`src/rtl/sw_cond_pkg.sv`:
```
// Shared types and default constants for the switch input conditioner.
package sw_cond_pkg;

  localparam int SW_DATA_W          = 4;
  localparam int SW_DEBOUNCE_CYCLES = 16;
  localparam int SW_REPEAT_CYCLES   = 64;

  // Top-level FSM: INIT tracks switch levels silently, RUN issues requests.
  typedef enum logic {
    INIT = 1'b0,
    RUN  = 1'b1
  } top_state_t;

  // Per-channel debounce FSM.
  typedef enum logic [1:0] {
    LOW      = 2'd0,
    CHK_HIGH = 2'd1,
    HIGH     = 2'd2,
    CHK_LOW  = 2'd3
  } db_state_t;

endpackage

```
`src/rtl/sw_debounce.sv`:
```
// One switch channel: 2-flop synchronizer, debounce FSM with saturating
// stability counter, and a registered commit strobe on each stable rising
// edge. Optional auto-repeat is compiled in with SW_AUTOREPEAT_EN.
module sw_debounce
  import sw_cond_pkg::*;
#(
  parameter int DEBOUNCE_CYCLES = SW_DEBOUNCE_CYCLES,
  parameter int REPEAT_CYCLES   = SW_REPEAT_CYCLES
) (
  input  logic clk,
  input  logic rst,
  input  logic i_raw,
  input  logic i_init,
  output logic o_stable,
  output logic o_commit
);

  localparam int                CNT_W   = $clog2(DEBOUNCE_CYCLES + 1);
  localparam logic [CNT_W-1:0]  CNT_MAX = CNT_W'(DEBOUNCE_CYCLES);
  localparam logic [CNT_W-1:0]  CNT_ONE = CNT_W'(1);

  generate
    if (DEBOUNCE_CYCLES < 2 || REPEAT_CYCLES < 1) begin : g_bad_cfg
      $error("sw_debounce: DEBOUNCE_CYCLES must be >= 2 and REPEAT_CYCLES >= 1");
    end
  endgenerate

  logic             r_sync1;
  logic             r_sync2;
  db_state_t        r_state;
  db_state_t        w_state_nxt;
  logic [CNT_W-1:0] r_cnt;
  logic [CNT_W-1:0] w_cnt_nxt;
  logic [CNT_W-1:0] w_cnt_inc;
  logic             r_stable;
  logic             w_stable_nxt;
  logic             r_commit;
  logic             w_rise;
  logic             w_rpt_fire;

  // Two-flop synchronizer for the raw switch.
  always_ff @(posedge clk or posedge rst) begin
    if (rst) begin
      r_sync1 <= 1'b0;
      r_sync2 <= 1'b0;
    end else begin
      r_sync1 <= i_raw;
      r_sync2 <= r_sync1;
    end
  end

  // Debounce state, counter, stable level and commit strobe registers.
  always_ff @(posedge clk or posedge rst) begin
    if (rst) begin
      r_state  <= LOW;
      r_cnt    <= '0;
      r_stable <= 1'b0;
      r_commit <= 1'b0;
    end else begin
      r_state  <= w_state_nxt;
      r_cnt    <= w_cnt_nxt;
      r_stable <= w_stable_nxt;
      r_commit <= w_rise | w_rpt_fire;
    end
  end

  // Next-state logic: the first differing sample (in the stable state)
  // counts as 1, so the level flips on the DEBOUNCE_CYCLES-th sample.
  always_comb begin
    w_state_nxt  = r_state;
    w_cnt_nxt    = r_cnt;
    w_stable_nxt = r_stable;
    w_cnt_inc    = (r_cnt == CNT_MAX) ? CNT_MAX : r_cnt + CNT_ONE;
    if (i_init) begin
      // Silent tracking: adopt the synchronized level with no edge.
      w_stable_nxt = r_sync2;
      w_state_nxt  = r_sync2 ? HIGH : LOW;
      w_cnt_nxt    = '0;
    end else begin
      unique case (r_state)
        LOW: begin
          if (r_sync2) begin
            w_state_nxt = CHK_HIGH;
            w_cnt_nxt   = CNT_ONE;
          end
        end
        CHK_HIGH: begin
          if (!r_sync2) begin
            w_state_nxt = LOW;
            w_cnt_nxt   = '0;
          end else if (w_cnt_inc == CNT_MAX) begin
            w_state_nxt  = HIGH;
            w_stable_nxt = 1'b1;
            w_cnt_nxt    = '0;
          end else begin
            w_cnt_nxt = w_cnt_inc;
          end
        end
        HIGH: begin
          if (!r_sync2) begin
            w_state_nxt = CHK_LOW;
            w_cnt_nxt   = CNT_ONE;
          end
        end
        CHK_LOW: begin
          if (r_sync2) begin
            w_state_nxt = HIGH;
            w_cnt_nxt   = '0;
          end else if (w_cnt_inc == CNT_MAX) begin
            w_state_nxt  = LOW;
            w_stable_nxt = 1'b0;
            w_cnt_nxt    = '0;
          end else begin
            w_cnt_nxt = w_cnt_inc;
          end
        end
        default: begin
          w_state_nxt = LOW;
          w_cnt_nxt   = '0;
        end
      endcase
    end
    w_rise = !i_init && !r_stable && w_stable_nxt;
  end

`ifdef SW_AUTOREPEAT_EN
  localparam int               RPT_W    = $clog2(REPEAT_CYCLES + 1);
  localparam logic [RPT_W-1:0] RPT_LAST = RPT_W'(REPEAT_CYCLES - 1);
  localparam logic [RPT_W-1:0] RPT_ONE  = RPT_W'(1);

  logic [RPT_W-1:0] r_rpt_cnt;
  logic [RPT_W-1:0] w_rpt_nxt;

  // Repeat period counter; runs only while the level stays high in RUN.
  always_ff @(posedge clk or posedge rst) begin
    if (rst) begin
      r_rpt_cnt <= '0;
    end else begin
      r_rpt_cnt <= w_rpt_nxt;
    end
  end

  // Fire a repeat commit every REPEAT_CYCLES cycles after the press.
  always_comb begin
    w_rpt_fire = 1'b0;
    w_rpt_nxt  = '0;
    if (!i_init && r_stable && w_stable_nxt) begin
      if (r_rpt_cnt >= RPT_LAST) begin
        w_rpt_fire = 1'b1;
      end else begin
        w_rpt_nxt = r_rpt_cnt + RPT_ONE;
      end
    end
  end
`else
  // Without auto-repeat only the stable rising edge commits.
  always_comb begin
    w_rpt_fire = 1'b0;
  end
`endif

  // Outputs come straight from registers.
  always_comb begin
    o_stable = r_stable;
    o_commit = r_commit;
  end

endmodule

```
`src/rtl/sw_input_conditioner.sv`:
```
// Switch front end for the switch-driven FIFO: synchronizes data, debounces
// push/pop, and turns each press into a one-cycle write/read request gated
// by full/empty, flagging suppressed requests. Optional macro:
// SW_AUTOREPEAT_EN enables auto-repeat while a switch is held.
module sw_input_conditioner
  import sw_cond_pkg::*;
#(
  parameter int DATA_W          = SW_DATA_W,
  parameter int DEBOUNCE_CYCLES = SW_DEBOUNCE_CYCLES,
  parameter int REPEAT_CYCLES   = SW_REPEAT_CYCLES
) (
  input  logic              clk,
  input  logic              rst,
  input  logic [DATA_W-1:0] sw_data,
  input  logic              sw_push,
  input  logic              sw_pop,
  input  logic              full,
  input  logic              empty,
  output logic              wr_en,
  output logic [DATA_W-1:0] wr_data,
  output logic              rd_en,
  output logic              drop_wr,
  output logic              drop_rd
);

  // INIT lasts 2+DEBOUNCE_CYCLES cycles: long enough for the synchronizer
  // to fill so held switches are adopted as the starting level.
  localparam int                INIT_W    = $clog2(DEBOUNCE_CYCLES + 3);
  localparam logic [INIT_W-1:0] INIT_LAST = INIT_W'(DEBOUNCE_CYCLES + 1);
  localparam logic [INIT_W-1:0] INIT_ONE  = INIT_W'(1);

  top_state_t        r_state;
  top_state_t        w_state_nxt;
  logic [INIT_W-1:0] r_init_cnt;
  logic              w_init;
  logic              w_run;
  logic [DATA_W-1:0] r_data_s1;
  logic [DATA_W-1:0] r_data_s2;
  logic              w_push_stable;
  logic              w_push_commit;
  logic              w_pop_stable;
  logic              w_pop_commit;
  logic              w_push_req;
  logic              w_pop_req;

  // Data switches are synchronized only, never debounced.
  always_ff @(posedge clk or posedge rst) begin
    if (rst) begin
      r_data_s1 <= '0;
      r_data_s2 <= '0;
    end else begin
      r_data_s1 <= sw_data;
      r_data_s2 <= r_data_s1;
    end
  end

  sw_debounce #(
    .DEBOUNCE_CYCLES (DEBOUNCE_CYCLES),
    .REPEAT_CYCLES   (REPEAT_CYCLES)
  ) u_push_db (
    .clk      (clk),
    .rst      (rst),
    .i_raw    (sw_push),
    .i_init   (w_init),
    .o_stable (w_push_stable),
    .o_commit (w_push_commit)
  );

  sw_debounce #(
    .DEBOUNCE_CYCLES (DEBOUNCE_CYCLES),
    .REPEAT_CYCLES   (REPEAT_CYCLES)
  ) u_pop_db (
    .clk      (clk),
    .rst      (rst),
    .i_raw    (sw_pop),
    .i_init   (w_init),
    .o_stable (w_pop_stable),
    .o_commit (w_pop_commit)
  );

  // Top FSM state register and saturating INIT counter.
  always_ff @(posedge clk or posedge rst) begin
    if (rst) begin
      r_state    <= INIT;
      r_init_cnt <= '0;
    end else begin
      r_state <= w_state_nxt;
      if (r_state == INIT && r_init_cnt != INIT_LAST) begin
        r_init_cnt <= r_init_cnt + INIT_ONE;
      end
    end
  end

  // Next state: leave INIT once the counter expires, then stay in RUN.
  always_comb begin
    w_state_nxt = r_state;
    if (r_state == INIT && r_init_cnt == INIT_LAST) begin
      w_state_nxt = RUN;
    end
  end

  // FSM outputs: INIT silences the channels; requests only in RUN.
  always_comb begin
    w_init     = (r_state == INIT);
    w_run      = (r_state == RUN);
    w_push_req = w_run && w_push_commit && w_push_stable;
    w_pop_req  = w_run && w_pop_commit && w_pop_stable;
  end

  // Registered requests; full/empty are looked at only in the commit cycle.
  always_ff @(posedge clk or posedge rst) begin
    if (rst) begin
      wr_en   <= 1'b0;
      wr_data <= '0;
      rd_en   <= 1'b0;
      drop_wr <= 1'b0;
      drop_rd <= 1'b0;
    end else begin
      wr_en   <= w_push_req && !full;
      drop_wr <= w_push_req && full;
      rd_en   <= w_pop_req && !empty;
      drop_rd <= w_pop_req && empty;
      if (w_push_req && !full) begin
        wr_data <= r_data_s2;
      end
    end
  end

endmodule

```
`config.mk`:
```
export PLATFORM = sky130hd
export DESIGN_NAME = sw_input_conditioner
export DESIGN_NICKNAME = d
export VERILOG_FILES = /design/src/rtl/sw_cond_pkg.sv /design/src/rtl/sw_debounce.sv /design/src/rtl/sw_input_conditioner.sv
export SDC_FILE = /design/constraint.sdc
export NUM_CORES = 1
export LEC_CHECK = 0
export CAP_MARGIN = 20
export CELL_PAD_IN_SITES_DETAIL_PLACEMENT = 0
export CELL_PAD_IN_SITES_GLOBAL_PLACEMENT = 1
export CORE_MARGIN = 2
export CORE_UTILIZATION = 45
export CTS_BUF_LIST = sky130_fd_sc_hd__clkbuf_16
export DETAILED_ROUTE_END_ITERATION = 16
export GPL_TIMING_DRIVEN = 1
export PLACE_DENSITY_LB_ADDON = 0.1
export SKIP_CTS_REPAIR_TIMING = 1
export SYNTH_ARGS = -nofsm -noshare
export SYNTH_HDL_FRONTEND = slang
export SYNTH_SLANG_ARGS = --single-unit
```
`constraint.sdc`:
```
create_clock -name clk -period 2.4 [get_ports clk]
set_clock_uncertainty 0.15 [all_clocks]
set_input_delay 0.36 -clock clk [delete_from_list [all_inputs] [get_ports clk]]
set_output_delay 0.36 -clock clk [all_outputs]
set_load 0.05 [all_outputs]
```
==> results of run 1 <==
how the worst max path moves through the flow:
stage,endpoint,slack (ps),cells past startpoint,from
after floorplan,flop,330,5,u_push_db.r_cnt[0]
after global placement,flop,280,5,u_push_db.r_cnt[0]
after detailed placement,flop,200,5,u_push_db.r_cnt[0]
after CTS,flop,190,5,u_push_db.r_cnt[0]
after global routing,flop,50,5,u_push_db.r_cnt[0]
final,flop,190,5,u_push_db.r_cnt[0]
metal layers:
layer | share of wire (%) | wire length (um) | up-vias | global-route usage (%)
li1 | - | - | 623 | -
met1 | 44 | 1450 | 641 | 18.6
met2 | 50 | 1650 | 20 | 25.3
met3 | 4.5 | 149 | 7 | 5.67
met4 | 1.8 | 59 | 0 | 6.97
met5 | 0 | 0 | - | 0
worst max-delay path, delay by kind of cell (launching register included):
| family | cells | cell delay [ps] |
|---|---|---|
| compound gates | 1 | 390 |
| mux | 2 | 690 |
| fa+ha+maj | 1 | 250 |
| flops | 1 | 420 |
| simple gates | 1 | 200 |
cells by family after synthesis:
logic type / Yosys count / share of synthesized area [%]
DFF: 44 / 57.0
and+or+nand+nor: 57 / 16.7
adders and majority gates: 6 / 3.89
AOI/OAI and AO/OA: 25 / 8.48
buffers and inverters: 14 / 2.78
xor gates and xnor gates: 14 / 6.35
muxes: 8 / 4.79
Yosys cell counts (all sizes together), types with 4 or more instances:
master / count / area share (%)
a21oi: 9 / 2.3
a31oi: 4 / 1.3
and3: 6 / 2.2
dfrtp: 44 / 57
ha: 6 / 3.9
inv: 11 / 2.1
mux2: 7 / 4.3
nand2: 8 / 1.6
nand2b: 5 / 1.6
nand3: 7 / 1.8
nor2: 14 / 2.7
xnor2: 8 / 3.6
xor2: 6 / 2.7
report_power, final:
group / internal [mW] / total (mW) / switching [mW] / leakage (nW)
Sequential: 0.780 / 0.823 / 0.0422 / 0.550
Combinational: 0.0773 / 0.181 / 0.104 / 0.418
Clock: 0.590 / 0.855 / 0.265 / 0.0899
Total: 1.45 / 1.86 / 0.411 / 1.06
sequential cells by signal, indices dropped and copies added, names as in the netlist, named ones only:
register            count
u_push_db.o_commit      1
r_data_s1               4
drop_wr                 1
r_init_cnt              5
u_push_db.r_cnt         5
u_push_db.r_sync1       1
u_push_db.r_sync2       1
u_pop_db.r_sync1        1
u_push_db.r_state       1
u_pop_db.r_sync2        1
wr_data                 4
u_pop_db.r_cnt          5
u_pop_db.r_state        1
u_push_db.o_stable      1
drop_rd                 1
u_pop_db.o_stable       1
wr_en                   1
u_pop_db.o_commit       1
r_data_s2               4
r_state                 1
rd_en                   1
metrics by stage:
step	setup slack (ps)	utilization (%)	hold slack, ps	std cells	total power [mW]
2_1_floorplan	332	-	181	168	0.961
3_3_place_gp	278	53.2	182	233	1.01
3_5_place_dp	202	53.2	186	233	1.02
4_1_cts	194	57.8	200	240	1.88
5_1_grt	52.9	57.8	202	240	1.95
6_report	193	57.8	199	240	1.86
cell type report:
cell class,instances,area (sq um),area share [%]
clock buffer,5,125,5.34
clock inverter,2,60.1,2.56
inverter,11,41.3,1.76
multi-input combinational,110,777,33.1
sequential,44,1100,47.0
tap,50,62.6,2.67
timing repair buffer,18,178,7.58
==> flow_metrics.tcl, run 1 <==
set metrics [dict create \
    status "completed" \
    synth_cell_types 36 \
    finalCritPeriodShare_pct 91.9 \
    pin_count 18 \
    hold_path.class "flop to flop" \
    vias 1291 \
    worst_slew_pin_slew_ps 529 \
    cp-start-kind "flop" \
    r2r_setup_slack_ps 190 \
    layout_commonest_cell "dfrtp_1" \
    cp-end-kind "flop" \
    cap_viol_max_count 0 \
    holdCritStartpoint "r_data_s1[3]" \
    cts_root_buf "clkbuf_16" \
    cts_sinks 44 \
    die_area_sq_mm 0.00483 \
    drc_errors 0 \
    fmax_mhz 453 \
    slew_headroom_pct 64.7 \
    drt_wl_total_um 3310 \
    routabilityCongestion 0.846 \
    r2r_cells 5 \
    grt_max_degree 45 \
    rsz0062_at_grt "no" \
    diodes 0 \
    layout.cells.most_common_list "dfrtp_1, clkdlybuf4s50_1, nor2_1" \
    synth_flop_cell "dfrtp_1" \
    antenna_found_initial 0 \
    leakage_nw 1.06 \
    h-tree-depth 2 \
    firstDrtPassIters 4 \
    synth_area_sq_mm 0.00193 \
    clk_path_buf_depth 2 \
    clk-insertion-delay-late_ps 280 \
    grt.overflow.total 0 \
    cp.required_ps 2420 \
    worst_hold_path.endpoint "r_data_s2[3]" \
    slowest_delay_ps 420 \
    drive_gt1_share_pct 8.95 \
    post_synth.cell_area_avg_sq_um 11.5 \
    port_buffers 17 \
    synth_edf_count 0 \
    ys_seq_elements 44 \
    dp_hpwl_um 2350 \
    die_width_um 69.5 \
    synth_cells 168 \
    cts-buffers-inserted 5 \
    slowest_stage "dfrtp_1" \
    row_count 23 \
    powerDensity_mw_per_mm2 792 \
    nets 206 \
    start_util_pct 47.6 \
    worstPathArrival_ps 2220 \
    grt_usage_pct 15.6 \
    cts_tree "done" \
    coreArea_sq_mm 0.00406 \
    hold_viol 0 \
    synthArstFlopShare_pct 100 \
    criticalPathCategory "flop to flop" \
    yosysWarnings 0 \
    ys_seq_area_share_pct 57.0 \
    post_drt_wl_per_cell_um 13.8 \
    cp_max_fo 5 \
    tns_ps 0 \
    synthToLayoutAreaGrowth_pct 21.4 \
    slew_viol_final 0 \
    grt_pass1_wl_um 5860 \
    setup_viol_count_final 0 \
    reg2reg_from "u_push_db.r_cnt[0]" \
    drtIter0Drc 35 \
    synth_fp_nets 184 \
    grt_pass1_vias 1319 \
    nFillCells 342 \
    holdPathStages 0 \
    path_clk_slew_ps 60 \
    irDropWorstVdd_v 0.000446 \
    fin_crit_ps 2210 \
    ant_nets 0 \
    path_cells "ha_1 > and3_4 > mux2_4 > o41ai_1 > mux2_2" \
    via_per_inst 5.38 \
    place_area_sq_mm 0.00216 \
    fin_area_sq_mm 0.00234 \
    die_y_um 69.5 \
]
(Power assumes the default switching activity.)
==> run 2, diff against run 1 <==
--- a/config.mk
+++ b/config.mk
@@ -5,6 +5,7 @@
 export SDC_FILE = /design/constraint.sdc
 export NUM_CORES = 1
 export LEC_CHECK = 0
+export ABC_CLOCK_PERIOD_IN_PS = 2400
 export CAP_MARGIN = 20
 export CELL_PAD_IN_SITES_DETAIL_PLACEMENT = 0
 export CELL_PAD_IN_SITES_GLOBAL_PLACEMENT = 1
@@ -14,7 +15,6 @@
 export DETAILED_ROUTE_END_ITERATION = 16
 export GPL_TIMING_DRIVEN = 1
 export PLACE_DENSITY_LB_ADDON = 0.1
-export SKIP_CTS_REPAIR_TIMING = 1
 export SYNTH_ARGS = -nofsm -noshare
 export SYNTH_HDL_FRONTEND = slang
 export SYNTH_SLANG_ARGS = --single-unit
==> results of run 2 <==
Final layout, timing and power as in run 1 (identical DEF).
==> run 3, diff against run 2 <==
--- a/config.mk
+++ b/config.mk
@@ -10,7 +10,7 @@
 export CELL_PAD_IN_SITES_DETAIL_PLACEMENT = 0
 export CELL_PAD_IN_SITES_GLOBAL_PLACEMENT = 1
 export CORE_MARGIN = 2
-export CORE_UTILIZATION = 45
+export CORE_UTILIZATION = 26
 export CTS_BUF_LIST = sky130_fd_sc_hd__clkbuf_16
 export DETAILED_ROUTE_END_ITERATION = 16
 export GPL_TIMING_DRIVEN = 1
==> run 3 against run 2 <==
  * Sequential cell count unchanged
  * Non-clock buffer count increased by 1
  * Register-to-register slack improved by 50 ps
  * Power decreased by 12%
  * Cell area increased by 0.85%
  * Cell count increased by 21%
  * Global-route usage decreased by 5.9 points
  * Core utilization decreased by 25 points
  * First-iteration DRC count increased by 77%
  * Clock power decreased by 26%
  * Sequential power about the same
  * Count of clock-buffer cells in the layout unchanged
  * Largest cell class unchanged
==> flow_metrics.tcl, run 3 (synthesized netlist as in run 1, its figures left out) <==
set metrics [dict create \
    status "completed" \
    worstPathArrival_ps 2170 \
    grt_usage_pct 9.72 \
    hold_path.class "flop to flop" \
    ctsHoldBuffers 0 \
    slew_viol_final 0 \
    vias 1291 \
    grt_pass1_wl_um 6350 \
    die_width_um 90.2 \
    layout_commonest_cell "dfrtp_1" \
    grt_pass1_vias 1293 \
    cts_sinks 44 \
    cts_resized 0 \
    dp_hpwl_um 2550 \
    post_cts_buffers 0 \
    h-tree-depth 2 \
    grt.overflow.total 0 \
    routabilityCongestion 0.786 \
    hold_viol 0 \
    drtIter0Drc 62 \
    nFillCells 740 \
    pin_count 18 \
    port_buffers 17 \
    slowest_stage "dfrtp_1" \
    drt_wl_total_um 3660 \
    rsz0062_at_grt "no" \
    ant_nets 0 \
    reg_top3 "r_init_cnt (5), u_pop_db.r_cnt (5), u_push_db.r_cnt (5)" \
    cp_max_fo 5 \
    synthToLayoutAreaGrowth_pct 22.4 \
    cts_root_buf "clkbuf_16" \
    finalCritPeriodShare_pct 89.8 \
    cts-buffers-inserted 5 \
    cp.required_ps 2410 \
    die_area_sq_mm 0.00814 \
    diodes 0 \
    grt_max_degree 45 \
    firstDrtPassIters 4 \
    path_cells "ha_1 > and3_4 > mux2_4 > o41ai_1 > mux2_2" \
    post_drt_wl_per_cell_um 12.6 \
    start_util_pct 26.8 \
    die_y_um 90.2 \
    coreArea_sq_mm 0.00721 \
    cp-start-kind "flop" \
    drive_gt1_share_pct 8.33 \
    row_count 31 \
    irDropWorstVdd_v 0.000358 \
    antenna_found_initial 0 \
    drc_errors 0 \
    criticalPathCategory "flop to flop" \
    nets 207 \
    total_power_mw 1.64 \
    clk-insertion-delay-late_ps 280 \
    slowest_delay_ps 420 \
    setup_viol_count_final 0 \
    layout.cells.most_common_list "dfrtp_1, clkdlybuf4s50_1, nor2_1" \
    cap_viol_max_count 0 \
    fin_crit_ps 2160 \
    clk_path_buf_depth 2 \
    path_clk_slew_ps 60 \
    tns_ps 0 \
    cts_tree "done" \
    via_per_inst 4.44 \
    leakage_nw 1.04 \
    worst_slew_pin_slew_ps 580 \
    cp-end-kind "flop" \
    slew_headroom_pct 61.3 \
    powerDensity_mw_per_mm2 694 \
    fmax_mhz 464 \
]
[run 3: worst max-delay path, delay by kind of cell (launching register included)]
kind                       cells  cell delay (ps)
AOI/OAI and AO/OA              1              360
adders and majority gates      1              240
DFF                            1              420
muxes                          2              690
and+or+nand+nor                1              190
[run 3: path summary, 6_finish.rpt]
path | start | to | slack [ps] | cells after the start
setup / recovery | u_push_db.r_cnt[0] | flop | 240 | 5
hold / removal | u_pop_db.r_sync1 | u_pop_db.r_sync2 | 200 | 0
setup reg to reg | u_push_db.r_cnt[0] | flop | 240 | 5
hold reg to reg | u_pop_db.r_sync1 | u_pop_db.r_sync2 | 200 | 0
max in group asynchronous | rst | u_push_db.r_cnt[1] | 1300 | 3
min in group asynchronous | rst | drop_wr | 390 | 3
[run 3: metal layers]
| metal | up-vias | global-route usage, % | part of all wire, % |
|---|---|---|---|
| met2 | 19 | 16.0 | 50 |
| met5 | - | 0 | 0 |
| met1 | 639 | 12.2 | 46 |
| li1 | 628 | - | - |
| met3 | 5 | 2.68 | 3.0 |
| met4 | 0 | 3.72 | 1.3 |
[run 3: report_power, final]
group          internal (mW)  leakage, nW  total (mW)  switching (mW)
combinational         0.0804        0.419       0.188           0.107
sequential             0.780        0.550       0.823          0.0425
clock                  0.374       0.0738       0.631           0.257
total                   1.24         1.04        1.64           0.407
[run 3: layout make-up]
type	instances	area, sq um	area share [%]
clock buffer	5	125	5.29
sequential	44	1100	46.6
clock inverter	3	11.3	0.476
inverter	11	41.3	1.75
timing repair buffer	19	185	7.83
multi-input combinational	110	777	32.9
tap	99	124	5.24
[run 3: through the flow]
step	instance area (sq um)	hold WS, ps	utilization [%]	worst slack, ps	instances
3_3_place_gp	2230	184	30.9	275	283
3_5_place_dp	2230	185	30.9	252	283
2_1_floorplan	1930	181	-	332	168
6_report	2360	195	32.8	244	291
5_1_grt	2360	204	32.8	127	291
4_1_cts	2360	199	32.8	241	291
